[src/rtl/cpu_mem_pkg.sv]
// -----------------------------------------------------------------------------
// cpu_mem_pkg
//
// Shared definitions for the CPU data-memory path (load and store narrowing).
//
// Contents:
//   SZ_BYTE / SZ_HALF / SZ_WORD / SZ_RSVD : request size codes (req_size)
//   store_state_e                         : state encoding for the store narrower
//   is_misaligned()                       : alignment check shared with the load path
// -----------------------------------------------------------------------------
package cpu_mem_pkg;

    // Access size codes as driven by the memory stage.
    localparam logic [1:0] SZ_BYTE = 2'b00;
    localparam logic [1:0] SZ_HALF = 2'b01;
    localparam logic [1:0] SZ_WORD = 2'b10;
    localparam logic [1:0] SZ_RSVD = 2'b11;

    // Store narrower states: idle, first (or only) beat, second word beat.
    typedef enum logic [1:0] {
        IDLE  = 2'b00,
        BEAT0 = 2'b01,
        BEAT1 = 2'b10
    } store_state_e;

    // Returns 1 when an access of the given size cannot be issued at the given
    // byte offset. The reserved size code is always treated as a fault so
    // that neither the load nor the store path ever acts on it.
    function automatic logic is_misaligned(
        input logic [1:0] size,
        input logic [1:0] addr_lo
    );
        logic bad;
        case (size)
            SZ_BYTE: bad = 1'b0;
            SZ_HALF: bad = addr_lo[0];
            SZ_WORD: bad = (addr_lo != 2'b00);
            default: bad = 1'b1;
        endcase
        return bad;
    endfunction

endpackage : cpu_mem_pkg

[src/rtl/store_narrow16.sv]
// -----------------------------------------------------------------------------
// store_narrow16
//
// Narrows a 32-bit CPU store (byte / half / word) onto a 16-bit data-memory
// write bus. Byte and half stores take one beat, word stores take two beats
// (low half first). Misaligned or reserved-size requests are dropped with a
// one-cycle err pulse. Every output comes straight from a register.
//
// Ports:
//   clk, rst      : clock, synchronous active-high reset
//   req_valid     : store request present (only looked at while idle)
//   req_ready     : high only in IDLE; the request is taken when both are high
//   req_addr      : byte address of the store
//   req_data      : store data, right-justified for byte/half
//   req_size      : 00 byte, 01 half, 10 word, 11 reserved
//   done          : one-cycle pulse, the cycle after the final beat handshake
//   err           : one-cycle pulse, the cycle after a rejected request
//   mem_wvalid    : write beat valid
//   mem_wready    : memory accepts the beat
//   mem_waddr     : halfword-aligned beat address
//   mem_wdata     : beat data
//   mem_wbe       : byte enables, bit0 = low byte
// -----------------------------------------------------------------------------
module store_narrow16
    import cpu_mem_pkg::*;
#(
    parameter int ADDR_W = 32
) (
    input  logic              clk,
    input  logic              rst,
    input  logic              req_valid,
    output logic              req_ready,
    input  logic [ADDR_W-1:0] req_addr,
    input  logic [31:0]       req_data,
    input  logic [1:0]        req_size,
    output logic              done,
    output logic              err,
    output logic              mem_wvalid,
    input  logic              mem_wready,
    output logic [ADDR_W-1:0] mem_waddr,
    output logic [15:0]       mem_wdata,
    output logic [1:0]        mem_wbe
);

    // Address step between the two beats of a word store.
    localparam logic [ADDR_W-1:0] BEAT_STRIDE = ADDR_W'(2);

    store_state_e      state_q,   state_d;
    logic              ready_q,   ready_d;
    logic              done_q,    done_d;
    logic              err_q,     err_d;
    logic              wvalid_q,  wvalid_d;
    logic [ADDR_W-1:0] waddr_q,   waddr_d;
    logic [15:0]       wdata_q,   wdata_d;
    logic [1:0]        wbe_q,     wbe_d;
    // Captured request fields still needed after the accept edge.
    logic [ADDR_W-1:0] addr_q,    addr_d;
    logic [15:0]       data_hi_q, data_hi_d;
    logic [1:0]        size_q,    size_d;

    logic              beat_hs_s;

    assign beat_hs_s = wvalid_q & mem_wready;

    // Next-state, lane steering and pulse generation.
    always_comb begin
        state_d   = state_q;
        done_d    = 1'b0;
        err_d     = 1'b0;
        wvalid_d  = wvalid_q;
        waddr_d   = waddr_q;
        wdata_d   = wdata_q;
        wbe_d     = wbe_q;
        addr_d    = addr_q;
        data_hi_d = data_hi_q;
        size_d    = size_q;

        case (state_q)
            IDLE: begin
                if (req_valid) begin
                    addr_d    = req_addr;
                    data_hi_d = req_data[31:16];
                    size_d    = req_size;
                    if (is_misaligned(req_size, req_addr[1:0])) begin
                        err_d = 1'b1;
                    end else begin
                        state_d  = BEAT0;
                        wvalid_d = 1'b1;
                        if (req_size == SZ_BYTE) begin
                            // Byte is replicated on both lanes; the enable
                            // picks the lane addressed by addr[0].
                            waddr_d = {req_addr[ADDR_W-1:1], 1'b0};
                            wdata_d = {req_data[7:0], req_data[7:0]};
                            wbe_d   = req_addr[0] ? 2'b10 : 2'b01;
                        end else begin
                            // Half, or low half of a word.
                            waddr_d = req_addr;
                            wdata_d = req_data[15:0];
                            wbe_d   = 2'b11;
                        end
                    end
                end else begin
                    state_d = IDLE;
                end
            end

            BEAT0: begin
                if (beat_hs_s) begin
                    if (size_q == SZ_WORD) begin
                        // Load the upper half on the handshake edge so valid
                        // stays high with no bubble between beats.
                        state_d = BEAT1;
                        waddr_d = addr_q + BEAT_STRIDE;
                        wdata_d = data_hi_q;
                        wbe_d   = 2'b11;
                    end else begin
                        state_d  = IDLE;
                        wvalid_d = 1'b0;
                        done_d   = 1'b1;
                    end
                end else begin
                    state_d = BEAT0;
                end
            end

            BEAT1: begin
                if (beat_hs_s) begin
                    state_d  = IDLE;
                    wvalid_d = 1'b0;
                    done_d   = 1'b1;
                end else begin
                    state_d = BEAT1;
                end
            end

            default: begin
                state_d  = IDLE;
                wvalid_d = 1'b0;
            end
        endcase

        // Ready is registered from the next state so it is high exactly
        // while the state register holds IDLE.
        ready_d = (state_d == IDLE);
    end

    // State and output registers with synchronous reset.
    always_ff @(posedge clk) begin
        if (rst) begin
            state_q   <= IDLE;
            ready_q   <= 1'b1;
            done_q    <= 1'b0;
            err_q     <= 1'b0;
            wvalid_q  <= 1'b0;
            waddr_q   <= '0;
            wdata_q   <= 16'h0000;
            wbe_q     <= 2'b00;
            addr_q    <= '0;
            data_hi_q <= 16'h0000;
            size_q    <= 2'b00;
        end else begin
            state_q   <= state_d;
            ready_q   <= ready_d;
            done_q    <= done_d;
            err_q     <= err_d;
            wvalid_q  <= wvalid_d;
            waddr_q   <= waddr_d;
            wdata_q   <= wdata_d;
            wbe_q     <= wbe_d;
            addr_q    <= addr_d;
            data_hi_q <= data_hi_d;
            size_q    <= size_d;
        end
    end

    assign req_ready  = ready_q;
    assign done       = done_q;
    assign err        = err_q;
    assign mem_wvalid = wvalid_q;
    assign mem_waddr  = waddr_q;
    assign mem_wdata  = wdata_q;
    assign mem_wbe    = wbe_q;

endmodule : store_narrow16
[config.mk]
export PLATFORM = sky130hd
export DESIGN_NAME = store_narrow16
export DESIGN_NICKNAME = d
export VERILOG_FILES = /design/src/rtl/cpu_mem_pkg.sv /design/src/rtl/store_narrow16.sv
export SDC_FILE = /design/constraint.sdc
export NUM_CORES = 1
export LEC_CHECK = 0
export BUFFER_PORTS_ARGS = -buffer_cell sky130_fd_sc_hd__clkbuf_2
export CAP_MARGIN = 20
export CORE_AREA = 2 2 104 106
export CTS_CLUSTER_SIZE = 25
export DETAILED_ROUTE_END_ITERATION = 12
export DIE_AREA = 0 0 106 108
export PLACE_DENSITY_LB_ADDON = 0.08
export REMOVE_ABC_BUFFERS = 1
export SETUP_SLACK_MARGIN = 0.5
export SLEW_MARGIN = 20
export SYNTH_ARGS = -nofsm -noshare
export SYNTH_HDL_FRONTEND = slang
export SYNTH_SLANG_ARGS = --single-unit
[constraint.sdc]
create_clock -name clk -period 5.13 [get_ports clk]
set_input_delay 0.2565 -clock clk [delete_from_list [all_inputs] [get_ports clk]]
set_output_delay 0.2565 -clock clk [all_outputs]
set_load 0.005 [all_outputs]
== Word level (Yosys, flattened, before mapping) ==
Cells that the tools add are included.
Widths: inputs -> output; s select.

* Bitwise logic cells: 3
* Reduce and logical (&&, ||, !) cells: 9
* $add $sub $neg: 1
* Eq/ne operators: 11
* Multiplexer cells: 39

{| class="wikitable"
|+ Operators by type and width
! cell !! count
|-
| $mux 32 || 4
|-
| $mux 16 || 5
|-
| $pmux 32 s2 || 1
|-
| $add 32x2->32 const B || 1
|-
| $pmux 16 s2 || 1
|-
| $mux 2 || 11
|-
| $mux 1 || 12
|-
| $ne 2x2->1 const B || 6
|-
| $reduce_and 5->1 || 2
|-
| $eq 2x2->1 const B || 3
|-
| $logic_not 2->1 || 3
|-
| $pmux 1 s3 || 2
|-
| $pmux 2 s3 || 1
|-
| $eq 2x1->1 const B || 2
|-
| $pmux 2 s2 || 1
|-
| $reduce_bool 2->1 || 2
|-
| $reduce_or 3->1 || 1
|-
| $not 1->1 || 2
|-
| $pmux 1 s2 || 1
|-
| $reduce_and 2->1 || 1
|-
| $and 1x1->1 || 1
|}

* Word-level logic and storage cells: 74
* Register bits after elaboration: 106
* Output and inout port bits: 54

== Logic depth before layout (Yosys ltp) ==
* Word-level depth: 8
* Mapped depth: 10

== Worst setup path after synthesis ==
OpenSTA, ideal clock, no wires.

* Kind: register -> register
* Start: register state_q[0]
* End: register waddr_q[16] (netlist: mem_waddr[16])
* Period minus slack after synthesis: 1.838 ns
* Data arrival time: 1.743 ns
* Path buffers: 2
* Slack: 3.292 ns
* Stages on the path, launching flop included: 10
* Setup time: 0.095 ns
* Path through: dfxtp_1 > inv_1 > ha_1 > mux2i_1 > a211oi_1 > and2_1 > buf_6 > buf_8 > o21ai_1 > a221oi_1

* Cells in the longest elaborated chain, start to end: 3

{| class="wikitable"
|+ RTL lines
! item !! RTL line !! source
|-
| start, declared || store_narrow16.sv:48 || <nowiki>store_state_e state_q, state_d;</nowiki>
|-
| start signal, assigned || store_narrow16.sv:162 || <nowiki>state_q <= state_d;</nowiki>
|-
| $eq 2x1->1 / $logic_not 2->1 (equally long branches) || store_narrow16.sv:78 || <nowiki>case (state_q)</nowiki>
|-
| $ne 2x2->1 (no source line) / $reduce_bool 2->1 (equally long branches) || -- ||
|-
| $reduce_and 5->1 (no source line) || -- ||
|-
| end signal, assigned || store_narrow16.sv:167 || <nowiki>waddr_q <= waddr_d;</nowiki>
|-
| end, declared || store_narrow16.sv:53 || <nowiki>logic [ADDR_W-1:0] waddr_q, waddr_d;</nowiki>
|}

Several ways; a longest one is shown, not always the timed one.
A chain may end at the register's enable or synchronous reset.

== Final worst setup path ==
* Start: register state_q[1]
* End: register ready_q (netlist: req_ready)

* Cells in the longest elaborated chain, start to end: 4

{| class="wikitable"
|+ RTL lines
! item !! RTL line !! source
|-
| $mux 2 || store_narrow16.sv:84 || <nowiki>if (is_misaligned(req_size, req_addr[1:0])) begin</nowiki>
|-
| $mux 2 || store_narrow16.sv:80 || <nowiki>if (req_valid) begin</nowiki>
|-
| $pmux 2 s3 * || store_narrow16.sv:78 ||
|-
| $logic_not 2->1 * || store_narrow16.sv:144 || <nowiki>ready_d = (state_d == IDLE);</nowiki>
|-
| end signal, assigned || store_narrow16.sv:163 || <nowiki>ready_q <= ready_d;</nowiki>
|-
| end, declared || store_narrow16.sv:49 || <nowiki>logic ready_q, ready_d;</nowiki>
|}

Every way passes the cells marked *; elsewhere a longest branch is shown, timed or not.

==> flow_summary.ini <==
[power_and_ir_drop]
leakage_nw = 2.267
p_sw_mw = 0.6003
ir_worst_vdd_v = 0.0001922
pwr-share-clk_pct = 29.8
swShare_pct = 30.73
pwr-share-comb_pct = 20.8
power_frac_seq_pct = 49.4
finalPower_mw = 1.953
p_per_area_nw_per_um2 = 335.0
p_int_mw = 1.353

[synthesis]
synth-async-reset-ratio_pct = 0
syn_area_per_cell_sq_um = 8.039
synthFlopType = dfxtp_1
yosys-top-cells-area = dfxtp_1 (43%), nand2_1 (12%), a21oi_1 (8.0%), mux2i_1 (4.4%), xnor2_1 (2.6%)
yosysSeqAreaShare_pct = 42.51
synth_top_area_share_pct = 42.51
synth_largest_area_cell = dfxtp_1
ys_ff_latch = 106
ys.warnings.count = 0
synth-edff-count = 0
synth_area_sq_um = 4992
synthCells = 621
ys_types = 53

[global_routing]
gr-total-overflow = 0
use_met3_pct = 4.521
antenna_found_initial = 0
first_global_vias = 4211
grt_util_met2_pct = 37.93
grtUsageTotal_pct = 22.95
grt_pass1_wl_um = 21100
gr-usage-met1_pct = 30.91
grt.busiest_layer = met2
grt_max_degree = 102

[worst_setup_path]
path_cells = inv_1 -> ha_2 -> buf_4 -> inv_1 -> o21ai_0 -> o21ai_0 -> a211oi_1 -> nor2_1
end_kind = register
cp.required_ns = 5.39
startpoint = state_q[1]$_SDFF_PP0_
cp_top_family = buffers and inverters
critical_path_class = register to register
rr_startpoint = state_q[1]$_SDFF_PP0_
critPathArrivalTime_ns = 3.29
worst-path-buf-inv = 3
slowest_delay_ns = 0.62
crit_fanout = 42
cp-start-kind = register
critical_path.slowest_cell = ha_2

[routing]
num_vias = 4667
firstDrtPassIters = 4
wl_um = 13020
drc_errors = 0
wl_per_cell_um = 15.26
antenna_left = 0
drt_iter0_markers = 283
via_per_inst = 5.471

[die]
coreArea_sq_um = 10230
row_count = 37
dieHeight_um = 108
ioPinCount = 124
die-area_sq_um = 11450
die_w_um = 106
start_util_pct = 48.80

[timing]
tns_ns = 0
period_share_pct = 59.20
drv_slew = 0
setup_viol_count_final = 0
worst_slew_pin_slew_ns = 1.113
rsz0062_at_grt = false
maxSlewHeadroom_pct = 25.79
fmaxAchievable_mhz = 329.3
fin_crit_ns = 3.037
finClkSkew_ns = 0.008490
hold_viol_final = 0

[finish]
final_cell_count_no_fill = 853
syn2layout_area_growth_pct = 16.79
finish.instance_area_sq_um = 5831
final_nets = 787
drive_gt1_share_pct = 22.04
antennaDiodeCount = 0

[clock_tree]
ctsHoldBuffers = 0
path_clk_slew_ns = 0.10
cts_resized = 0
numCtsBuffers = 9
clkLatencyLatePin_ns = 0.38
cts-root-buf = clkbuf_8
cts_tree = done
cts_max_path_buffers = 2
cts_setup_buffers = 0
clock-sinks = 106
htree_levels = 3

[placed_design]
dp.final_hpwl_um = 8317
port-buffer-count = 123
routabilityCongestion = 0.8349
dp_cells = 837
placed_area_sq_um = 5597

[worst_hold_path]
min_from = req_data[22]
hold_class = primary input to register

[status]
status = finished, final reports clean

[run]
maxCapViolCount = 0
-- logic make-up (layout without fill, tap and decap cells) --
| group | count (synthesis) | after routing | synth area share, % |
|---|---|---|---|
| AND/OR/NAND/NOR | 257 | 257 | 23.73 |
| AO/OA/AOI/OAI | 152 | 152 | 18.40 |
| flip-flops | 106 | 106 | 42.51 |
| buffers and inverters | 50 | 146 | 4.561 |
| XOR/XNOR | 28 | 28 | 4.912 |
| multiplexers | 23 | 23 | 4.637 |
| adder cells (fa/ha/maj) | 5 | 5 | 1.253 |
-- cells in the mapped netlist, types with 4 or more instances --
cell / instances
ha_1: 5
and4_1: 5
a221oi_1: 6
mux2i_1: 22
nor2b_1: 5
inv_1: 4
o22ai_1: 5
xor2_1: 13
a211o_1: 7
buf_1: 4
nand3_1: 16
nand2_1: 159
and3_1: 5
buf_2: 8
a211oi_1: 14
o21ai_0: 16
a21oi_1: 80
xnor2_1: 15
nand4_1: 12
clkbuf_1: 29
dfxtp_1: 106
nor3_1: 10
o211ai_1: 8
nor2_1: 26
-- layout by cell type, fill, tap and decap left out, drive strengths merged, types with 8 or more instances in the layout --
cell	instances
a211oi	14
a21oi	80
clkbuf	132
dfxtp	106
mux2i	22
nand2	160
nand3	18
nand4	13
nor2	27
nor3	10
o211ai	8
o21ai	19
xnor2	15
xor2	13
-- area by class of cell --
type	count	area, sq um
clock buffers	10	137.6
clock inverters	6	90.09
fillers	1002	4400
inverters	5	18.77
multi-input cells	465	2659
flip-flops and latches	106	2122
well taps	136	170.2
repair buffers	125	633.1
-- worst register-to-register path, cell delays in order, from the launching register on --
cell	delay, ns
dfxtp_1	0.35
inv_1	0.11
ha_2	0.62
buf_4	0.55
inv_1	0.45
o21ai_0	0.30
o21ai_0	0.13
a211oi_1	0.33
nor2_1	0.09
-- state kept, by name, summed over array words and instances, names as in the netlist --
| signal | cells |
|---|---|
| addr_q | 32 |
| data_hi_q | 16 |
| done | 1 |
| err | 1 |
| mem_waddr | 32 |
| mem_wbe | 2 |
| mem_wdata | 16 |
| mem_wvalid | 1 |
| req_ready | 1 |
| size_q | 2 |
| state_q | 2 |
-- routing by layer --
metal	vias up	wire length (um)
met5	-	0
met4	0	143
met3	13	726
met2	129	6105
met1	2177	6043
li1	2348	-
-- power groups by stage --
stage | combinational [mW] | clock, mW | sequential [mW]
floorplan | 0.238 | 0 | 0.976
global placement | 0.398 | 0 | 0.981
finish | 0.406 | 0.581 | 0.966
detailed placement | 0.407 | 0 | 0.984
CTS | 0.408 | 0.595 | 0.965
global route | 0.455 | 0.630 | 0.975
-- metrics by stage --
step | worst slack, ns | utilization (%) | hold WS, ns
final | 2.093 | 56.99 | 0.08713
after CTS | 1.822 | 56.93 | 0.07756
after floorplan | 1.113 | - | 0.3227
after global placement | 2.039 | 54.70 | 0.4386
after detailed placement | 1.859 | 54.70 | 0.4427
after global routing | 1.776 | 56.99 | 0.07592
-- worst paths after layout --
check / depth (start not counted) / slack, ns / endpoint
worst max-delay path: 8 / 2.09 / req_ready$_SDFF_PP1_
worst min-delay path: 3 / 0.09 / data_hi_q[6]$_SDFFE_PP0P_
worst max register to register: 8 / 2.09 / req_ready$_SDFF_PP1_
worst min register to register: 2 / 0.46 / mem_wdata[9]$_SDFFE_PP0P_
(Power assumes the default switching activity.)
